===== config.mk =====
export PLATFORM = sky130hd
export DESIGN_NAME = scroll_controller
export DESIGN_NICKNAME = d
export VERILOG_FILES = /design/src/rtl/scroll_controller.sv
export SDC_FILE = /design/constraint.sdc
export NUM_CORES = 1
export LEC_CHECK = 0
export BUFFER_PORTS_ARGS = -buffer_cell sky130_fd_sc_hd__buf_2
export CAP_MARGIN = 10
export CORE_ASPECT_RATIO = 0.5
export CORE_UTILIZATION = 57
export CTS_BUF_LIST = sky130_fd_sc_hd__clkbuf_8
export DETAILED_ROUTE_END_ITERATION = 7
export PLACE_DENSITY = 0.79
export RECOVER_POWER = 50
export SLEW_MARGIN = 20
export SYNTH_ARGS = -nofsm -noshare
export SYNTH_HDL_FRONTEND = slang
export SYNTH_SLANG_ARGS = --single-unit

===== constraint.sdc =====
create_clock -name clk -period 6.85 [get_ports clk]
set_input_delay 1.37 -clock clk [delete_from_list [all_inputs] [get_ports clk]]
set_output_delay 1.37 -clock clk [all_outputs]
set_load 0.005 [all_outputs]

===== src/rtl/scroll_controller.sv =====
// scroll_controller: paces tile scrolling, fires row shifts and ramps speed level until a miss ends the game
module scroll_controller #(
  parameter logic [23:0] BASE_PERIOD    = 24'd833333,
  parameter logic [23:0] PERIOD_STEP    = 24'd83333,
  parameter logic [5:0]  ROW_HEIGHT     = 6'd40,
  parameter logic [7:0]  ROWS_PER_LEVEL = 8'd8,
  parameter logic [3:0]  MAX_LEVEL      = 4'd7
) (
  input  logic        clk,
  input  logic        reset,
  input  logic        start,
  input  logic        pause,
  input  logic        key_miss,
  input  logic        bottom_cleared,
  input  logic [5:0]  offset,
  output logic        offset_increase,
  output logic        edge_go,
  output logic        row_shift,
  output logic [2:0]  state,
  output logic [3:0]  level,
  output logic [15:0] rows_cleared,
  output logic        game_over
);
  typedef enum logic [2:0] {IDLE, RUN, SHIFT, PAUSED, OVER} state_t;
  state_t cur, nxt;
  logic [23:0] tick_cnt, tick_nxt, prod, period;
  logic [15:0] rows_nxt;
  logic [7:0]  row_in_level, row_in_level_nxt;
  logic [3:0]  level_nxt;
  logic        inc_d, edge_d, shift_d, tick;
  assign state = cur;
  assign game_over = cur == OVER;
  assign prod = 24'(level) * PERIOD_STEP;
  assign period = (BASE_PERIOD >= prod + PERIOD_STEP) ? BASE_PERIOD - prod : PERIOD_STEP;
  assign tick = tick_cnt == period - 24'd1;
  always_comb begin
    nxt = cur;
    tick_nxt = tick_cnt;
    inc_d = 1'b0;
    edge_d = 1'b0;
    shift_d = 1'b0;
    level_nxt = level;
    rows_nxt = rows_cleared;
    row_in_level_nxt = row_in_level;
    case (cur)
      IDLE, OVER: if (start) begin
        nxt = RUN;
        tick_nxt = '0;
        level_nxt = '0;
        rows_nxt = '0;
        row_in_level_nxt = '0;
      end
      RUN: begin
        if (key_miss) nxt = OVER;
        else if (pause) nxt = PAUSED;
        else if (tick) begin
          tick_nxt = '0;
          edge_d = offset >= ROW_HEIGHT - 6'd1;
          inc_d = offset < ROW_HEIGHT - 6'd1;
          nxt = edge_d ? SHIFT : RUN;
        end else tick_nxt = tick_cnt + 24'd1;
      end
      SHIFT: begin
        shift_d = 1'b1;
        nxt = bottom_cleared ? RUN : OVER;
        // a saturated score stops counting rows, so levels stop ramping with it
        if (bottom_cleared && rows_cleared != 16'hFFFF) begin
          rows_nxt = rows_cleared + 16'd1;
          row_in_level_nxt = (row_in_level == ROWS_PER_LEVEL - 8'd1) ? 8'd0 : row_in_level + 8'd1;
          level_nxt = (row_in_level == ROWS_PER_LEVEL - 8'd1 && level < MAX_LEVEL) ? level + 4'd1 : level;
        end
      end
      PAUSED: nxt = pause ? RUN : PAUSED;
      default: nxt = IDLE;
    endcase
  end
  always_ff @(posedge clk) begin
    if (reset) begin
      cur <= IDLE;
      tick_cnt <= '0;
      offset_increase <= 1'b0;
      edge_go <= 1'b0;
      row_shift <= 1'b0;
      level <= '0;
      rows_cleared <= '0;
      row_in_level <= '0;
    end else begin
      cur <= nxt;
      tick_cnt <= tick_nxt;
      offset_increase <= inc_d;
      edge_go <= edge_d;
      row_shift <= shift_d;
      level <= level_nxt;
      rows_cleared <= rows_nxt;
      row_in_level <= row_in_level_nxt;
    end
  end
endmodule

==> flow_summary.ini <==
[power_and_ir_drop]
clkPwrFrac_pct = 46.5
ir_drop_uv = 115
power_density_nw_per_um2 = 143
p_switching_mw = 0.232
pwr-share-seq_pct = 39.4
sw_frac_of_total_pct = 26.4
combPwrFrac_pct = 14.1
p_leak_nw = 2.29
intPower_mw = 0.646

[finish]
postLayoutCoreUtil_pct = 67.9
syn2layout_area_growth_pct = 11.7
stdcell_count = 889
drive_above_1_share_pct = 14.9
final_area_sq_um = 6140
n_antenna_cell = 0
nets = 792
nFillCells = 767

[grt]
grt_first_pass_wirelength_mm = 24.2
overflow = 0
antenna_found_initial = 0
grt_max_degree = 25
grt_use_total_pct = 30.0
grt_pass1_vias = 5036

[synth]
synthArstFlopShare_pct = 0
syn_inst = 717
synth_ff_type = dfxtp_1
avgSynthCellArea_sq_um = 7.67
synth_fp_nets = 755
syn_area_sq_um = 5500
synth_warnings = 0
synth-seq-cells = 58
synth_edf_count = 0
ys_seq_area_share_pct = 21.1
ys_types = 90

[critical_path]
critPathArrivalTime_ns = 6.71
crit_path_end_kind = register
cp_data_required_time_ns = 7.10
critPathLaunchType = register
critical_path_class = reg -> reg
crit_slowest_cell = fa_1
critPathMaxStageDelay_ns = 0.64
crit_fanout = 24

[clocking]
cts_buffer_depth = 2
cts_root_buffer = clkbuf_8
post_cts_buffers = 0
cts_sinks = 58
cts_buffers = 9
tritoncts = yes
clock_latency_ns = 0.36
htreeDepth = 3
cts-hold-fix-buffers = 0
cts.clk_slew.worst_paths_ns = 0.08

[floorplanning]
core.rowCount = 24
start_util_pct = 60.8
io-pin-count = 39
fp.dieW_um = 141
dieArea_sq_um = 10100
fp.dieH_um = 71.5
core_sq_um = 9040

[sta]
setup_viol = 0
rsz0062_at_grt = no
maxSlewViolCount = 0
period_needed_ns = 6.46
hold_viol_final = 0
final.period_utilization_pct = 94.4
worstMarginPinSlew_ns = 0.771
fmax_mhz = 155
fin_skew_ns = 0.0124
slew-limit-headroom_pct = 47.9

[placed_design]
placed_cells = 873
io_buffers = 38
dpl.hpwl_mm = 10.8
placed_area_sq_um = 5850
gp_congestion = 0.948

[detailed_routing]
detail_route.wl_per_cell_um = 16.2
drcViolationCount = 0
first_iter_violations = 550
routed_wl_mm = 14.4
antenna_left = 0
drtPass1Iterations = 5
num_vias = 5591
avgViaCountPerCell = 6.29

[run]
max-cap-violations = 0

[min_path]
hold_path.class = reg -> reg

[outcome]
status = complete, no violations
## flip-flops by register name, indices dropped and copies added (netlist names)
signal / cells
edge_go: 1
level: 4
row_in_level: 8
rows_cleared: 16
state: 3
tick_cnt: 24
offset_increase: 1
row_shift: 1
## Yosys cell counts, types with 8 or more instances
| master | instances | area (sq um) |
|---|---|---|
| nor2_1 | 69 | 259 |
| nand2_1 | 59 | 221 |
| dfxtp_1 | 58 | 1160 |
| a21oi_1 | 41 | 205 |
| xnor2_1 | 39 | 342 |
| nand3_1 | 37 | 185 |
| xor2_1 | 29 | 254 |
| o21ai_0 | 28 | 140 |
| a31oi_1 | 25 | 156 |
| ha_1 | 25 | 313 |
| nor3_1 | 25 | 125 |
| and3_1 | 21 | 131 |
| nand2b_1 | 19 | 119 |
| clkbuf_1 | 16 | 60.1 |
| inv_1 | 15 | 56.3 |
| buf_2 | 13 | 65.1 |
| nand4_1 | 12 | 75.1 |
| a22o_1 | 8 | 70.1 |
| nor4_1 | 8 | 50.1 |
## what timing repair did
item	in CTS	in global routing
gates resized for setup	2	9
endpoints found under the setup margin	1	27
hold endpoints to repair	0	0
pin swaps	0	1
## critical path, delay by kind of cell, from the launching register on
kind                       cells  cell delay (ns)
buffers and inverters          3             0.36
DFF                            1             0.33
adders and majority gates      4             1.41
AOI/OAI and AO/OA             13             3.10
and+or+nand+nor                8             1.12
## routing by layer
metal	wire, um	up-vias	GRT usage [%]
li1	-	2739	-
met1	6740	2593	40.2
met2	6320	223	48.6
met3	1090	36	6.48
met4	273	0	9.78
met5	0	-	0
## metrics by stage
stage | hold slack (ns) | power (mW) | worst slack [ns] | setup TNS [ns]
global placement | 0.462 | 0.473 | 0.230 | 0
detailed placement | 0.490 | 0.475 | -0.00346 | -0.00346
CTS | 0.501 | 0.883 | 0.0143 | 0
finish | 0.493 | 0.879 | 0.385 | 0
floorplan | 0.464 | 0.445 | 0.396 | 0
global route | 0.545 | 0.911 | 0.00134 | 0
## layout by cell type (no fill, tap or decap), types with 25 or more instances in the layout
master / Yosys / final
a31oi_1: 25 / 25
o21ai_0: 28 / 27
xnor2_1: 39 / 39
nand2_1: 59 / 59
a21oi_1: 41 / 41
buf_2: 13 / 28
nor3_1: 25 / 25
xor2_1: 29 / 29
buf_4: 2 / 27
nand3_1: 37 / 37
dfxtp_1: 58 / 57
nor2_1: 69 / 69
## cell families (layout without fill, tap and decap cells)
| kind of cell | after synthesis | after routing | share of synthesized area (%) |
|---|---|---|---|
| XOR/XNOR | 71 | 71 | 11.7 |
| AO/OA/AOI/OAI | 200 | 200 | 26.9 |
| adder cells (fa/ha/maj) | 26 | 26 | 6.05 |
| AND/OR/NAND/NOR | 299 | 299 | 28.0 |
| flip-flops | 58 | 58 | 21.1 |
| buffers and inverters | 56 | 98 | 4.87 |
| multiplexers | 7 | 7 | 1.34 |
## final timing paths
| kind | startpoint | endpoint | slack, ns | cells after the start |
|---|---|---|---|---|
| hold reg to reg | level[3]$_SDFFE_PP0P_ | level[3]$_SDFFE_PP0P_ | 0.49 | 2 |
| setup reg to reg | level[3]$_SDFFE_PP0P_ | tick_cnt[16]$_SDFFE_PP0P_ | 0.39 | 28 |
| setup / recovery | level[3]$_SDFFE_PP0P_ | tick_cnt[16]$_SDFFE_PP0P_ | 0.39 | 28 |
| hold / removal | level[3]$_SDFFE_PP0P_ | level[3]$_SDFFE_PP0P_ | 0.49 | 2 |
## power groups by stage
stage                     logic, mW  clock network [mW]  registers (mW)
final                         0.124               0.408           0.347
after global routing          0.135               0.428           0.347
after CTS                     0.122               0.415           0.346
after detailed placement      0.121                   0           0.354
after global placement        0.119                   0           0.354
after floorplan              0.0929                   0           0.352
## cell type report
class	instances	area, sq um	area share [%]
clock buffer	11	151	2.47
clock inverter	5	101	1.65
inverter	16	60.1	0.978
multi-input combinational	603	4120	67.1
sequential	58	1160	18.9
tap	130	163	2.65
timing repair buffer	66	384	6.26
Note: power is estimated with default switching activity, not from simulation.
